[config.mk]
export PLATFORM = sky130hd
export DESIGN_NAME = matrix_frame_scheduler
export DESIGN_NICKNAME = d
export VERILOG_FILES = /design/src/rtl/matrix_frame_scheduler.sv
export SDC_FILE = /design/constraint.sdc
export NUM_CORES = 1
export LEC_CHECK = 0
export CAP_MARGIN = 20
export CORE_UTILIZATION = 36
export CTS_CLUSTER_SIZE = 12
export DETAILED_ROUTE_END_ITERATION = 12
export MAX_ROUTING_LAYER = met4
export SYNTH_ARGS = -nofsm -noshare
export SYNTH_HDL_FRONTEND = slang
export SYNTH_SLANG_ARGS = --single-unit
[constraint.sdc]
create_clock -name clk -period 3.2 [get_ports clk]
set_input_delay 0.64 -clock clk [delete_from_list [all_inputs] [get_ports clk]]
set_output_delay 0.64 -clock clk [all_outputs]
set_load 0.05 [all_outputs]
[src/rtl/matrix_frame_scheduler.sv]
// Double-buffered 8x8 RGB frame store: arbitrates two pixel writers into the back
// buffer, serves pipelined row reads from the front buffer, swaps at frame boundaries.
// Build option: MATRIX_SCHED_COPY_EN adds a 64-cycle front-to-back copy after each swap.
module matrix_frame_scheduler #(
  parameter int FIRST_PRIORITY = 0
) (
  input  logic        clk,
  input  logic        reset_n,
  input  logic        wr_a_valid,
  output logic        wr_a_ready,
  input  logic [5:0]  wr_a_addr,
  input  logic [2:0]  wr_a_rgb,
  input  logic        wr_b_valid,
  output logic        wr_b_ready,
  input  logic [5:0]  wr_b_addr,
  input  logic [2:0]  wr_b_rgb,
  input  logic        swap_req,
  output logic        swap_pending,
  output logic        swap_done,
  input  logic        scan_active,
  input  logic        scan_req,
  input  logic [2:0]  scan_row,
  output logic        scan_valid,
  output logic [23:0] scan_data,
  output logic        busy
);

  // state | meaning
  // IDLE  | writes granted into back buffer, waiting for a frame boundary
  // SWAP  | one cycle after the boundary; front/back already exchanged
  // COPY  | new front copied into new back, one pixel per cycle (copy build only)
  typedef enum logic [1:0] {
    IDLE,
    SWAP
`ifdef MATRIX_SCHED_COPY_EN
    , COPY
`endif
  } state_t;

  state_t      state_q;
  logic        front_sel_q;
  logic        swap_pending_q;
  logic        last_grant_q;
  logic        swap_done_q;
`ifdef MATRIX_SCHED_COPY_EN
  logic [5:0]  copy_idx_q;
`endif

  logic [2:0]  buf0_q [64];
  logic [2:0]  buf1_q [64];

  logic        boundary;
  logic        grant_a;
  logic        grant_b;
  logic        wr_en;
  logic [5:0]  wr_addr;
  logic [2:0]  wr_rgb;

  logic        rd_req_q;
  logic        rd_sel_q;
  logic [2:0]  rd_row_q;
  logic        scan_valid_q;
  logic [23:0] scan_data_q;
  logic [23:0] row_data;

  // Writes are blocked in the boundary cycle so nothing lands in the buffer being promoted.
  always_comb begin
    boundary = 1'b0;
    grant_a  = 1'b0;
    grant_b  = 1'b0;
    if (state_q == IDLE && swap_pending_q)
      boundary = scan_active ? (scan_req && scan_row == 3'd7) : 1'b1;
    if (reset_n && state_q == IDLE && !boundary) begin
      if (wr_a_valid && wr_b_valid) begin
        grant_a = last_grant_q;
        grant_b = !last_grant_q;
      end else begin
        grant_a = wr_a_valid;
        grant_b = wr_b_valid;
      end
    end
  end

  always_comb begin
    wr_en   = grant_a | grant_b;
    wr_addr = grant_b ? wr_b_addr : wr_a_addr;
    wr_rgb  = grant_b ? wr_b_rgb  : wr_a_rgb;
`ifdef MATRIX_SCHED_COPY_EN
    if (state_q == COPY) begin
      wr_en   = 1'b1;
      wr_addr = copy_idx_q;
      wr_rgb  = front_sel_q ? buf1_q[copy_idx_q] : buf0_q[copy_idx_q];
    end
`endif
  end

  always_ff @(posedge clk or negedge reset_n) begin
    if (!reset_n) begin
      for (int i = 0; i < 64; i++) begin
        buf0_q[i] <= '0;
        buf1_q[i] <= '0;
      end
    end else if (wr_en) begin
      if (front_sel_q) buf0_q[wr_addr] <= wr_rgb;
      else             buf1_q[wr_addr] <= wr_rgb;
    end
  end

  always_ff @(posedge clk or negedge reset_n) begin
    if (!reset_n) begin
      state_q        <= IDLE;
      front_sel_q    <= 1'b0;
      swap_pending_q <= 1'b0;
      last_grant_q   <= (FIRST_PRIORITY == 0);
      swap_done_q    <= 1'b0;
`ifdef MATRIX_SCHED_COPY_EN
      copy_idx_q     <= '0;
`endif
    end else begin
      swap_done_q <= (state_q == SWAP);
      if (grant_a || grant_b) last_grant_q <= grant_b;
      case (state_q)
        IDLE: begin
          if (boundary) begin
            state_q        <= SWAP;
            front_sel_q    <= !front_sel_q;
            swap_pending_q <= 1'b0;
          end else begin
            swap_pending_q <= swap_pending_q | swap_req;
          end
        end
        SWAP: begin
          swap_pending_q <= swap_pending_q | swap_req;
`ifdef MATRIX_SCHED_COPY_EN
          state_q    <= COPY;
          copy_idx_q <= '0;
`else
          state_q    <= IDLE;
`endif
        end
`ifdef MATRIX_SCHED_COPY_EN
        COPY: begin
          swap_pending_q <= swap_pending_q | swap_req;
          copy_idx_q     <= copy_idx_q + 6'd1;
          if (copy_idx_q == 6'd63) state_q <= IDLE;
        end
`endif
        default: state_q <= IDLE;
      endcase
    end
  end

  // Row gather from the front buffer captured at the request edge.
  always_comb begin
    row_data = '0;
    for (int c = 0; c < 8; c++) begin
      logic [2:0] pix;
      pix = rd_sel_q ? buf1_q[{rd_row_q, 3'(c)}] : buf0_q[{rd_row_q, 3'(c)}];
      row_data[16 + c] = pix[2];
      row_data[8 + c]  = pix[1];
      row_data[c]      = pix[0];
    end
  end

  always_ff @(posedge clk or negedge reset_n) begin
    if (!reset_n) begin
      rd_req_q     <= 1'b0;
      rd_sel_q     <= 1'b0;
      rd_row_q     <= '0;
      scan_valid_q <= 1'b0;
      scan_data_q  <= '0;
    end else begin
      rd_req_q     <= scan_req;
      scan_valid_q <= rd_req_q;
      if (scan_req) begin
        rd_sel_q <= front_sel_q;
        rd_row_q <= scan_row;
      end
      if (rd_req_q) scan_data_q <= row_data;
    end
  end

  assign wr_a_ready   = grant_a;
  assign wr_b_ready   = grant_b;
  assign swap_pending = swap_pending_q;
  assign swap_done    = swap_done_q;
  assign scan_valid   = scan_valid_q;
  assign scan_data    = scan_data_q;
  assign busy         = (state_q != IDLE);

endmodule
==> metrics.json, run 1 <==
{
  "timing": {
    "period_share_pct": 94.97,
    "final_worst_setup_slack_ns": 0.1610,
    "hold_viol_final": 0,
    "tightestPinTransition_ns": 0.9199,
    "finalCriticalPeriod_ns": 3.039,
    "timing_max_transition_violations_final": 0,
    "timing.max_slew.rel_slack_pct": 38.67,
    "fmax_ghz": 0.3291,
    "grt_setup_unrepaired": "no",
    "clock_skew_ns": 0.02228,
    "final-setup-viol-count": 0
  },
  "die": {
    "io_pins": 58,
    "die_height_um": 234.9,
    "floorplan.rows": 84,
    "core_um2": 53080,
    "initial_core_util_pct": 36.80,
    "design.die.area_um2": 55190,
    "chipWidth_um": 234.9
  },
  "synth": {
    "synth-seq-cells": 419,
    "sequential_cell_area_fraction_in_the_yosys_report_pct": 53.69,
    "synth-main-ff-cell": "sky130_fd_sc_hd__dfrtp_1",
    "cell_area_synth_um2": 19530,
    "post_synth_edffs": 0,
    "avgSynthCellArea_um2": 15.29,
    "yosys.cell_types.count": 48,
    "synth_fp_nets": 1305,
    "ys.warnings.count": 0,
    "synthesis.instances": 1277,
    "postSynth.asyncResetShare_pct": 100.0
  },
  "routing": {
    "initial_drt_markers": 720,
    "drc": 0,
    "drt_wl_total_um": 48540,
    "route.detailed.wl_per_inst_um": 22.72,
    "vias": 11628,
    "drt-pass1-iter-count": 7,
    "vias_per_cell": 5.444,
    "final_antenna_violating_net_count": 0
  },
  "final_layout": {
    "final_layout_size_suffix_gt1_share_pct": 51.97,
    "stdcell_area_um2": 23300,
    "syn2layout_area_growth_pct": 19.31,
    "final_core_utilization_pct": 43.90,
    "nets": 1451
  },
  "critical_path": {
    "timing.critical_path.fanout_max": 4,
    "timing.critical_path.required_ns": 2.56,
    "critical_path.startpoint_type": "input pin",
    "worst_ep_arrival_time_ns": 2.40,
    "worst-setup-path-type": "input pin to primary output",
    "worstSetupEndpointType": "primary output"
  },
  "pwr": {
    "combinationalPowerShare_pct": 17.7,
    "ir_drop_mv": 0.3411,
    "power.share.sequential_pct": 45.7,
    "p_int_mw": 9.964,
    "swShare_pct": 26.87,
    "p_leak_nw": 10.76,
    "share_clk_of_total_power_pct": 36.6,
    "power.net_switching_mw": 3.662,
    "totalPowerFinal_mw": 13.63,
    "power_density_nw_per_um2": 584.8
  },
  "placed_design": {
    "pre_cts_ws_ns": -0.2930,
    "detailedPlacementHpwl_um": 33140,
    "numPortBuffers": 57,
    "dpl_cell_area_um2": 21910,
    "gp_routability_congestion": 0.8790
  },
  "clocking": {
    "cts_made_buffers": 45,
    "postCtsSetupBuffers": 0,
    "ctsLongestPathBuffers": 3,
    "worstSkewPairLatency_ns": 0.58,
    "ctsRootBufferMaster": "sky130_fd_sc_hd__clkbuf_16",
    "cts_tree": "built",
    "cts-resized-gates": 0,
    "numClockSinks": 419,
    "cts_hold_buf": 0,
    "clkSlewWorstSetupHoldPaths_ns": 0.06,
    "h-tree-depth": 2
  },
  "run": {
    "drv.max_cap_violation_count": 0
  },
  "grt": {
    "grt-ovfl-total": 0,
    "antenna_found_initial": 2,
    "grt_max_degree": 144,
    "globalRouteTotalUtil_pct": 19.00,
    "via_count_of_the_first_global_routing_pass": 12549,
    "grt_pass1_wl_um": 78180
  },
  "min_path": {
    "worstHoldPathType": "input pin to async pin"
  },
  "run_status": {
    "outcome": "finished, final reports clean"
  }
}
-- worst max-delay path, stage by stage --
cell and delay (ns):
sky130_fd_sc_hd__clkdlybuf4s50_1 0.47, sky130_fd_sc_hd__nand2b_1 0.17, sky130_fd_sc_hd__o2111a_1 0.43, sky130_fd_sc_hd__buf_4 0.19
sky130_fd_sc_hd__nand2_1 0.05, sky130_fd_sc_hd__a21oi_1 0.27, sky130_fd_sc_hd__buf_12 0.18
-- layer usage --
layer | part of all wire (%) | up-vias | wire length (um) | global-route usage, %
met2 | 49 | 194 | 23780 | 30.35
met4 | 2.7 | 0 | 1328 | 5.622
met5 | 0 | - | 0 | -
li1 | - | 5056 | - | -
met3 | 3.3 | 73 | 1578 | 3.008
met1 | 45 | 6305 | 21840 | 24.99
-- power by group through the flow --
stage / clock (mW) / sequential, mW / combinational [mW]
finish: 4.99 / 6.23 / 2.41
global route: 5.35 / 6.30 / 2.58
CTS: 5.14 / 6.23 / 2.44
detailed placement: 0 / 6.32 / 2.44
global placement: 0 / 6.29 / 2.40
floorplan: 0 / 6.34 / 1.38
-- final timing paths --
check	startpoint	endpoint	slack, ns	cells past startpoint
max	scan_active	wr_a_ready	0.16	7
min	reset_n	rd_sel_q	0.27	2
min in group clk	state_q[0]	swap_done	0.43	0
max reg2reg	swap_pending	buf1_q[136]	0.44	8
min reg2reg	state_q[0]	swap_done	0.43	0
max in group asynchronous	reset_n	scan_data[21]	1.44	3
-- flip-flops by register name, indices dropped and copies added (netlist names) --
| name | cells |
|---|---|
| buf0_q | 192 |
| buf1_q | 192 |
| front_sel_q | 1 |
| last_grant_q | 1 |
| rd_req_q | 1 |
| rd_row_q | 3 |
| rd_sel_q | 1 |
| scan_data | 24 |
| scan_valid | 1 |
| state_q | 1 |
| swap_done | 1 |
| swap_pending | 1 |
-- logic make-up after synthesis --
family,share of synthesized area (%)
compound gates,2.076
mux,38.03
flops,53.69
buf+inv,1.762
xor+xnor,0.04485
simple gates,4.395
-- layout make-up --
class | instances | area (um^2)
clock inverter | 11 | 111.4
sequential | 419 | 10500
fill | 4682 | 29770
clock buffer | 60 | 1275
antenna | 1 | 2.502
timing repair buffer | 180 | 1819
inverter | 7 | 26.28
multi-input combinational | 770 | 8711
tap | 688 | 860.8
-- placed cells by master (no fill, tap or decap), types with 3 or more instances in the layout --
master,Yosys,final
sky130_fd_sc_hd__dfrtp_1,418,415
sky130_fd_sc_hd__mux2_2,408,408
sky130_fd_sc_hd__mux4_2,120,120
sky130_fd_sc_hd__nor2_1,112,112
sky130_fd_sc_hd__buf_4,1,99
sky130_fd_sc_hd__clkdlybuf4s50_1,0,54
sky130_fd_sc_hd__clkbuf_16,0,47
sky130_fd_sc_hd__buf_12,0,26
sky130_fd_sc_hd__nand2_1,12,12
sky130_fd_sc_hd__or2_2,10,10
sky130_fd_sc_hd__a21oi_1,9,9
sky130_fd_sc_hd__nor4_1,8,8
sky130_fd_sc_hd__clkbuf_1,66,8
sky130_fd_sc_hd__inv_1,7,7
sky130_fd_sc_hd__o211ai_1,7,7
sky130_fd_sc_hd__clkinv_2,0,7
sky130_fd_sc_hd__nand2b_1,6,6
sky130_fd_sc_hd__nand3_1,5,5
sky130_fd_sc_hd__or3_1,5,5
sky130_fd_sc_hd__o211ai_2,5,5
sky130_fd_sc_hd__mux2_1,8,5
sky130_fd_sc_hd__clkbuf_8,0,5
sky130_fd_sc_hd__nor3_1,4,4
sky130_fd_sc_hd__mux2i_1,4,4
sky130_fd_sc_hd__or2_1,4,4
sky130_fd_sc_hd__a211oi_1,3,3
sky130_fd_sc_hd__mux2_4,0,3
sky130_fd_sc_hd__nor3b_1,3,3
sky130_fd_sc_hd__o21ai_1,3,3
sky130_fd_sc_hd__o2111ai_1,3,3
sky130_fd_sc_hd__nor3_2,3,3
sky130_fd_sc_hd__a22oi_1,3,3
sky130_fd_sc_hd__o21ai_0,3,3
-- through the flow --
step | hold WS, ns | setup TNS [ns] | instances
final | 0.2692 | 0 | 2136
after global routing | 0.3180 | 0 | 2136
after CTS | 0.2813 | 0 | 2135
after detailed placement | 0.4153 | -35.89 | 2064
after global placement | 0.4172 | -26.57 | 2064
after floorplan | 0.3444 | 0 | 1277
-- cell usage after synthesis, types with 2 or more instances --
master                      number  share of area [%]
sky130_fd_sc_hd__a211oi_1        3               0.12
sky130_fd_sc_hd__nor3_2          3               0.15
sky130_fd_sc_hd__or4_1           2              0.077
sky130_fd_sc_hd__nor3_1          4               0.10
sky130_fd_sc_hd__and4_1          2              0.090
sky130_fd_sc_hd__nor2_1        112                2.2
sky130_fd_sc_hd__mux4_2        120                 14
sky130_fd_sc_hd__mux2_1          8               0.46
sky130_fd_sc_hd__o2111ai_1       3               0.13
sky130_fd_sc_hd__nor4_1          8               0.26
sky130_fd_sc_hd__o211ai_2        5               0.32
sky130_fd_sc_hd__inv_1           7               0.13
sky130_fd_sc_hd__nor3b_1         3               0.12
sky130_fd_sc_hd__buf_2           8               0.21
sky130_fd_sc_hd__a21oi_1         9               0.23
sky130_fd_sc_hd__a211oi_2        2               0.13
sky130_fd_sc_hd__or2_2          10               0.32
sky130_fd_sc_hd__o21ai_2         2              0.090
sky130_fd_sc_hd__or2_1           4               0.13
sky130_fd_sc_hd__o211ai_1        7               0.27
sky130_fd_sc_hd__nand2b_1        6               0.19
sky130_fd_sc_hd__dfrtp_1       418                 54
sky130_fd_sc_hd__a22oi_1         3               0.12
sky130_fd_sc_hd__mux2i_1         4               0.21
sky130_fd_sc_hd__nand2_1        12               0.23
sky130_fd_sc_hd__o21ai_0         3              0.077
sky130_fd_sc_hd__mux2_2        408                 24
sky130_fd_sc_hd__nand3_1         5               0.13
sky130_fd_sc_hd__o21ai_1         3              0.077
sky130_fd_sc_hd__or3_1           5               0.16
sky130_fd_sc_hd__clkbuf_1       66                1.3
sky130_fd_sc_hd__buf_1           6               0.12
Note: power is estimated with default switching activity, not from simulation.
==> inputs of run 2 (changes only) <==
Settings changed: PLACE_DENSITY from default to 0.55, REMOVE_ABC_BUFFERS from default to 1, SKIP_CTS_REPAIR_TIMING from default to 1.
==> metrics.json, run 2 (synthesis gave the netlist of run 1 again) <==
{
  "timing": {
    "clock_skew": {"value": 0.02207, "unit": "ns", "change": "-0.0002054 ns"},
    "grt_setup_unrepaired": "no",
    "fmax": {"value": 0.3246, "unit": "GHz", "change": "-1.4%"},
    "timing_max_transition_violations_final": {"value": 0, "change": "unchanged"},
    "period_share": {"value": 96.28, "unit": "%", "change": "+1.3 points"},
    "finalCriticalPeriod": {"value": 3.081, "unit": "ns", "change": "+0.04184 ns"},
    "final_layout_worst_hold_slack": {"value": 0.05059, "unit": "ns", "change": "-0.2186 ns"},
    "final-setup-viol-count": {"value": 0, "change": "unchanged"},
    "tightestPinTransition": {"value": 0.9722, "unit": "ns", "change": "+0.05228 ns"},
    "hold_viol_final": {"value": 0, "change": "unchanged"},
    "timing.max_slew.rel_slack": {"value": 35.19, "unit": "%", "change": "-3.5 points"}
  },
  "clocking": {
    "numClockSinks": {"value": 419, "change": "unchanged"},
    "ctsLongestPathBuffers": {"value": 3, "change": "unchanged"},
    "h-tree-depth": {"value": 2, "change": "unchanged"},
    "clkSlewWorstSetupHoldPaths": {"value": 0.06, "unit": "ns", "change": "about the same"},
    "ctsRootBufferMaster": "sky130_fd_sc_hd__clkbuf_16",
    "cts_tree": "built",
    "worstSkewPairLatency": {"value": 0.58, "unit": "ns", "change": "about the same"},
    "cts_made_buffers": {"value": 47, "change": "+4.4%"}
  },
  "die": {
    "die_height": {"value": 234.9, "unit": "um", "change": "unchanged"},
    "design.die.area": {"value": 55190, "unit": "um^2", "change": "unchanged"},
    "chipWidth": {"value": 234.9, "unit": "um", "change": "unchanged"},
    "io_pins": {"value": 58, "change": "unchanged"},
    "core": {"value": 53080, "unit": "um^2", "change": "unchanged"},
    "floorplan.rows": {"value": 84, "change": "unchanged"},
    "initial_core_util": {"value": 36.80, "unit": "%", "change": "unchanged"}
  },
  "critical_path": {
    "timing.critical_path.required": {"value": 2.56, "unit": "ns", "change": "about the same"},
    "path_cells": "clkdlybuf4s50_1 > nand2b_1 > o2111a_1 > buf_12 > buf_4 > nand2_1 > a21oi_1 > buf_4 > buf_12",
    "crit_path_max_incr_delay": {"value": 0.54, "unit": "ns", "change": "+0.07 ns"},
    "worstSetupEndpointType": "primary output",
    "timing.critical_path.max_delay_family": "buffers and inverters",
    "timing.reg2reg.worst_path_depth": {"value": 9, "change": "+1"},
    "worstSetupPathDepth": {"value": 9, "change": "+2"},
    "cp_num_buf_inv": {"value": 5, "change": "+2"},
    "critical_path.startpoint_type": "input pin",
    "critPathSlowestCell": "sky130_fd_sc_hd__clkdlybuf4s50_1",
    "worst-setup-path-type": "input pin to primary output",
    "worst_ep_arrival_time": {"value": 2.44, "unit": "ns", "change": "+0.04 ns"},
    "timing.critical_path.fanout_max": {"value": 17, "change": "+13"}
  },
  "pwr": {
    "combinationalPowerShare": {"value": 17.5, "unit": "%", "change": "-0.2 points"},
    "totalPowerFinal": {"value": 13.88, "unit": "mW", "change": "+1.8%"},
    "power.net_switching": {"value": 3.682, "unit": "mW", "change": "+0.56%"},
    "swShare": {"value": 26.54, "unit": "%", "change": "-0.34 points"},
    "p_int": {"value": 10.19, "unit": "mW", "change": "+2.3%"},
    "share_clk_of_total_power": {"value": 37.8, "unit": "%", "change": "+1.2 points"},
    "power_density": {"value": 586.8, "unit": "nW/um^2", "change": "+0.35%"},
    "p_leak": {"value": 10.97, "unit": "nW", "change": "+2.0%"},
    "power.share.sequential": {"value": 44.7, "unit": "%", "change": "-1.0 points"},
    "ir_drop": {"value": 0.3356, "unit": "mV", "change": "-1.6%"}
  },
  "routing": {
    "drt-pass1-iter-count": {"value": 6, "change": "-1"},
    "route.detailed.wl_per_inst": {"value": 22.39, "unit": "um", "change": "-1.5%"},
    "drc": {"value": 0, "change": "unchanged"},
    "drt_wl_total": {"value": 48720, "unit": "um", "change": "+0.39%"},
    "final_antenna_violating_net_count": {"value": 0, "change": "unchanged"},
    "vias_per_cell": {"value": 5.298, "change": "-2.7%"},
    "initial_drt_markers": {"value": 715, "change": "-0.69%"},
    "vias": {"value": 11528, "change": "-0.86%"}
  },
  "grt": {
    "globalRouteTotalUtil": {"value": 18.89, "unit": "%", "change": "-0.12 points"},
    "grt-ovfl-total": {"value": 0, "change": "unchanged"},
    "grt_max_degree": {"value": 163, "change": "+13%"},
    "antenna_found_initial": {"value": 1, "change": "-1"},
    "via_count_of_the_first_global_routing_pass": {"value": 12496, "change": "-0.42%"},
    "grt_pass1_wl": {"value": 77520, "unit": "um", "change": "-0.84%"}
  },
  "run": {
    "drv.max_cap_violation_count": {"value": 0, "change": "unchanged"}
  },
  "final_layout": {
    "most_frequent_standard_cell_in_the_layout_excluding_fill_and_tap_cells": "sky130_fd_sc_hd__dfrtp_1",
    "most_frequent_cells_in_the_layout": "415 x sky130_fd_sc_hd__dfrtp_1, 408 x sky130_fd_sc_hd__mux2_2, 132 x sky130_fd_sc_hd__buf_4, 120 x sky130_fd_sc_hd__mux4_2, 112 x sky130_fd_sc_hd__nor2_1",
    "syn2layout_area_growth_pct": 21.07,
    "nets": {"value": 1486, "change": "+2.4%"},
    "final_layout_size_suffix_gt1_share": {"value": 52.93, "unit": "%", "change": "+0.96 points"}
  },
  "placed_design": {
    "detailedPlacementHpwl": {"value": 33100, "unit": "um", "change": "-0.11%"},
    "numPortBuffers": {"value": 57, "change": "unchanged"},
    "gp_routability_congestion": {"value": 0.8391, "change": "-4.5%"}
  },
  "run_status": {
    "outcome": "finished, final reports clean"
  },
  "min_path": {
    "worstHoldPathType": "input pin to async pin"
  }
}
run 2: path summary, 6_finish.rpt:
check / from / to / slack (ns)
worst max-delay path: scan_active / wr_a_ready / 0.12
worst min-delay path: reset_n / buf1_q[35] / 0.05
worst max register to register: last_grant_q / buf0_q[138] / 0.30
max in group asynchronous: reset_n / buf1_q[76] / 1.54
worst min register to register: buf0_q[155] / buf0_q[155] / 0.49
min in group clk: buf0_q[155] / buf0_q[155] / 0.49
run 2: power by group through the flow:
stage | logic, mW | registers [mW] | clock network (mW)
global route | 2.60 | 6.28 | 5.64
floorplan | 1.18 | 6.49 | 0
CTS | 2.46 | 6.20 | 5.41
finish | 2.43 | 6.20 | 5.25
global placement | 2.42 | 6.28 | 0
detailed placement | 2.46 | 6.29 | 0
run 2: final cells by class:
type / count / area (um^2)
Fill cell: 4658 / 29430
Sequential cell: 419 / 10500
Timing Repair Buffer: 213 / 2067
Inverter: 7 / 26.28
Antenna cell: 1 / 2.502
Clock buffer: 73 / 1404
Tap cell: 688 / 860.8
Multi-Input combinational cell: 770 / 8711
Clock inverter: 5 / 78.83
run 2: metal layers:
metal	wire length [um]	part of all wire, %	GRT usage [%]	vias to the layer above
met4	1406	2.9	6.439	0
met3	2268	4.7	2.467	73
met2	22890	47	28.70	197
met5	0	0	-	-
met1	22160	45	26.11	6123
li1	-	-	-	5135
run 2: worst reg2reg max path, delay by kind of cell (launching register included):
| family | cells | cell delay (ns) |
|---|---|---|
| buf+inv | 3 | 0.64 |
| flops | 1 | 0.55 |
| mux | 2 | 1.02 |
| simple gates | 4 | 0.57 |
run 2: per-stage QoR:
step	instance area (um^2)	util [%]	instances	setup WS, ns	setup TNS, ns
global route	23650	44.55	2176	0.02641	0
global placement	22140	41.71	2096	-0.4212	-52.49
floorplan	19210	-	1196	-2.045	-186.58
CTS	23620	44.51	2174	0.1022	0
detailed placement	22140	41.71	2096	-0.5015	-62.69
finish	23650	44.55	2176	0.1191	0
==> inputs of run 3 (changes only) <==
Settings changed: CORE_MARGIN from default to 1, REMOVE_ABC_BUFFERS 1 to default.
==> metrics.json, run 3 (synthesis gave the netlist of run 1 again) <==
{
  "routing": {
    "vias_per_cell": {"value": 5.331, "change": "+0.63%"},
    "initial_drt_markers": {"value": 639, "change": "-11%"},
    "drt-pass1-iter-count": {"value": 4, "change": "-2"},
    "drt_wl_total": {"value": 49530, "unit": "um", "change": "+1.7%"},
    "route.detailed.wl_per_inst": {"value": 22.91, "unit": "um", "change": "+2.3%"},
    "final_antenna_violating_net_count": {"value": 0, "change": "unchanged"},
    "vias": {"value": 11526, "change": "-0.017%"},
    "drc": {"value": 0, "change": "unchanged"}
  },
  "placed_design": {
    "dpl_cell_area": {"value": 21970, "unit": "um^2", "change": "-0.75%"},
    "numPortBuffers": {"value": 57, "change": "unchanged"},
    "pre_cts_ws": {"value": -0.2099, "unit": "ns", "change": "+0.2916 ns"},
    "dpl.cell_count": {"value": 2074, "change": "-1.0%"},
    "detailedPlacementHpwl": {"value": 34460, "unit": "um", "change": "+4.1%"},
    "gp_routability_congestion": {"value": 0.8943, "change": "+6.6%"}
  },
  "timing": {
    "clock_skew": {"value": 0.009990, "unit": "ns", "change": "-0.01208 ns"},
    "timing.max_slew.rel_slack": {"value": 34.46, "unit": "%", "change": "-0.73 points"},
    "finalCriticalPeriod": {"value": 2.984, "unit": "ns", "change": "-0.09659 ns"},
    "final-setup-viol-count": {"value": 0, "change": "unchanged"},
    "hold_viol_final": {"value": 0, "change": "unchanged"},
    "fmax": {"value": 0.3351, "unit": "GHz", "change": "+3.2%"},
    "final_worst_setup_slack": {"value": 0.2157, "unit": "ns", "change": "+0.09659 ns"},
    "period_share": {"value": 93.26, "unit": "%", "change": "-3.0 points"},
    "timing_max_transition_violations_final": {"value": 0, "change": "unchanged"},
    "tns": {"value": 0, "unit": "ns", "change": "unchanged"},
    "grt_setup_unrepaired": "no",
    "final_layout_worst_hold_slack": {"value": 0.2028, "unit": "ns", "change": "+0.1522 ns"},
    "tightestPinTransition": {"value": 0.9832, "unit": "ns", "change": "+0.01100 ns"}
  },
  "die": {
    "design.die.area": {"value": 55190, "unit": "um^2", "change": "unchanged"},
    "chipWidth": {"value": 234.9, "unit": "um", "change": "unchanged"},
    "core": {"value": 53080, "unit": "um^2", "change": "unchanged"},
    "initial_core_util": {"value": 36.80, "unit": "%", "change": "unchanged"},
    "die_height": {"value": 234.9, "unit": "um", "change": "unchanged"},
    "floorplan.rows": {"value": 84, "change": "unchanged"},
    "io_pins": {"value": 58, "change": "unchanged"}
  },
  "critical_path": {
    "timing.critical_path.required": {"value": 2.56, "unit": "ns", "change": "about the same"},
    "critPathSlowestCell": "sky130_fd_sc_hd__clkdlybuf4s50_1",
    "worstSetupEndpointType": "primary output",
    "path_cells": "clkdlybuf4s50_1 > nand2b_1 > o2111a_1 > buf_4 > buf_4 > nand2_1 > a21oi_1 > buf_12",
    "crit_path_max_incr_delay": {"value": 0.48, "unit": "ns", "change": "-0.06 ns"},
    "critical_path.startpoint_type": "input pin",
    "worst-setup-path-type": "input pin to primary output",
    "timing.critical_path.fanout_max": {"value": 7, "change": "-10"},
    "worst_ep_arrival_time": {"value": 2.34, "unit": "ns", "change": "-0.10 ns"},
    "worst_setup_startpoint": "scan_active",
    "worst_path_most_repeated_cell": "sky130_fd_sc_hd__buf_4",
    "reg2reg_from": "rd_row_q[0]"
  },
  "grt": {
    "grt.met1_usage": {"value": 25.42, "unit": "%", "change": "-0.69 points"},
    "antenna_found_initial": {"value": 0, "change": "-1"},
    "grt_max_degree": {"value": 167, "change": "+2.5%"},
    "via_count_of_the_first_global_routing_pass": {"value": 12726, "change": "+1.8%"},
    "grt_util_met3": {"value": 2.996, "unit": "%", "change": "+0.53 points"},
    "groute.layer.met2.usage": {"value": 31.16, "unit": "%", "change": "+2.5 points"},
    "globalRouteTotalUtil": {"value": 19.34, "unit": "%", "change": "+0.45 points"},
    "busiest_layer": "met2",
    "grt-ovfl-total": {"value": 0, "change": "unchanged"},
    "grt_pass1_wl": {"value": 79590, "unit": "um", "change": "+2.7%"}
  },
  "final_layout": {
    "most_frequent_standard_cell_in_the_layout_excluding_fill_and_tap_cells": "sky130_fd_sc_hd__dfrtp_1",
    "layout.filler_cells": {"value": 4708, "change": "+1.1%"},
    "most_frequent_cells_in_the_layout": "415 x sky130_fd_sc_hd__dfrtp_1, 408 x sky130_fd_sc_hd__mux2_2, 120 x sky130_fd_sc_hd__mux4_2, 112 x sky130_fd_sc_hd__nor2_1, 110 x sky130_fd_sc_hd__buf_4",
    "nets": {"value": 1464, "change": "-1.5%"},
    "final_layout_size_suffix_gt1_share": {"value": 52.58, "unit": "%", "change": "-0.35 points"},
    "stdcell_area": {"value": 23560, "unit": "um^2", "change": "-0.36%"},
    "syn2layout_area_growth_pct": 20.64,
    "final_cells": {"value": 2162, "change": "-0.64%"},
    "insertedDiodeCount": {"value": 0, "change": "-1"}
  },
  "clocking": {
    "worstSkewPairLatency": {"value": 0.58, "unit": "ns", "change": "about the same"},
    "numClockSinks": {"value": 419, "change": "unchanged"},
    "ctsRootBufferMaster": "sky130_fd_sc_hd__clkbuf_16",
    "cts_tree": "built",
    "clkSlewWorstSetupHoldPaths": {"value": 0.06, "unit": "ns", "change": "about the same"},
    "ctsLongestPathBuffers": {"value": 3, "change": "unchanged"},
    "cts_made_buffers": {"value": 48, "change": "+2.1%"},
    "h-tree-depth": {"value": 2, "change": "unchanged"}
  },
  "run": {
    "drv.max_cap_violation_count": {"value": 0, "change": "unchanged"}
  },
  "pwr": {
    "power_density": {"value": 602.7, "unit": "nW/um^2", "change": "+2.7%"},
    "p_leak": {"value": 10.89, "unit": "nW", "change": "-0.72%"},
    "ir_drop": {"value": 0.4149, "unit": "mV", "change": "+24%"}
  },
  "min_path": {
    "worstHoldPathType": "input pin to async pin"
  },
  "run_status": {
    "outcome": "finished, final reports clean"
  }
}
[run 3: changes by cell type in the layout (fill, tap and decap cells not counted), moves of 2 or more]
cell / before / now
sky130_fd_sc_hd__clkbuf_8: 13 / 4
sky130_fd_sc_hd__bufinv_16: 2 / 5
sky130_fd_sc_hd__clkinv_2: 2 / 12
sky130_fd_sc_hd__clkinvlp_4: 0 / 3
sky130_fd_sc_hd__clkbuf_16: 47 / 49
sky130_fd_sc_hd__buf_4: 132 / 110
[run 3: area by class of cell]
type,count,area [um^2],area share [%]
Inverter,7,26.28,0.1115
Clock inverter,23,259.0,1.099
Sequential cell,419,10500,44.55
Clock buffer,65,1326,5.629
Timing Repair Buffer,190,1882,7.987
Tap cell,688,860.8,3.654
Multi-Input combinational cell,770,8711,36.97
[run 3: worst max-delay path: cells and delay by family]
family                 cells  cell delay [ns]
buffers and inverters      4             0.97
AND/OR/NAND/NOR            2             0.22
AO/OA/AOI/OAI              2             0.51
[run 3: path summary, 6_finish.rpt]
check | to | slack [ns] | cells after the start
max reg2reg | scan_data[2] | 0.49 | 4
max in group asynchronous | buf0_q[81] | 1.65 | 3
min | buf0_q[180] | 0.20 | 2
max | wr_a_ready | 0.22 | 8
min reg2reg | swap_done | 0.45 | 0
min in group clk | swap_done | 0.45 | 0
[run 3: power breakdown]
part / leakage, nW / total [mW] / switching [mW] / internal (mW)
clock: 0.778 / 5.54 / 2.22 / 3.31
combinational: 4.34 / 2.38 / 1.18 / 1.19
sequential: 5.77 / 6.29 / 0.422 / 5.86
[run 3: through the flow]
stage / power [mW] / utilization (%)
3_5_place_dp: 8.787 / 41.40
5_1_grt: 14.84 / 44.39
3_3_place_gp: 8.743 / 41.40
2_1_floorplan: 7.720 / -
4_1_cts: 14.40 / 44.39
6_report: 14.20 / 44.39
[run 3: layer usage]
metal | vias to the layer above | wire length [um]
li1 | 5106 | -
met1 | 6152 | 22330
met2 | 193 | 24330
met3 | 75 | 1585
met4 | 0 | 1289
met5 | - | 0
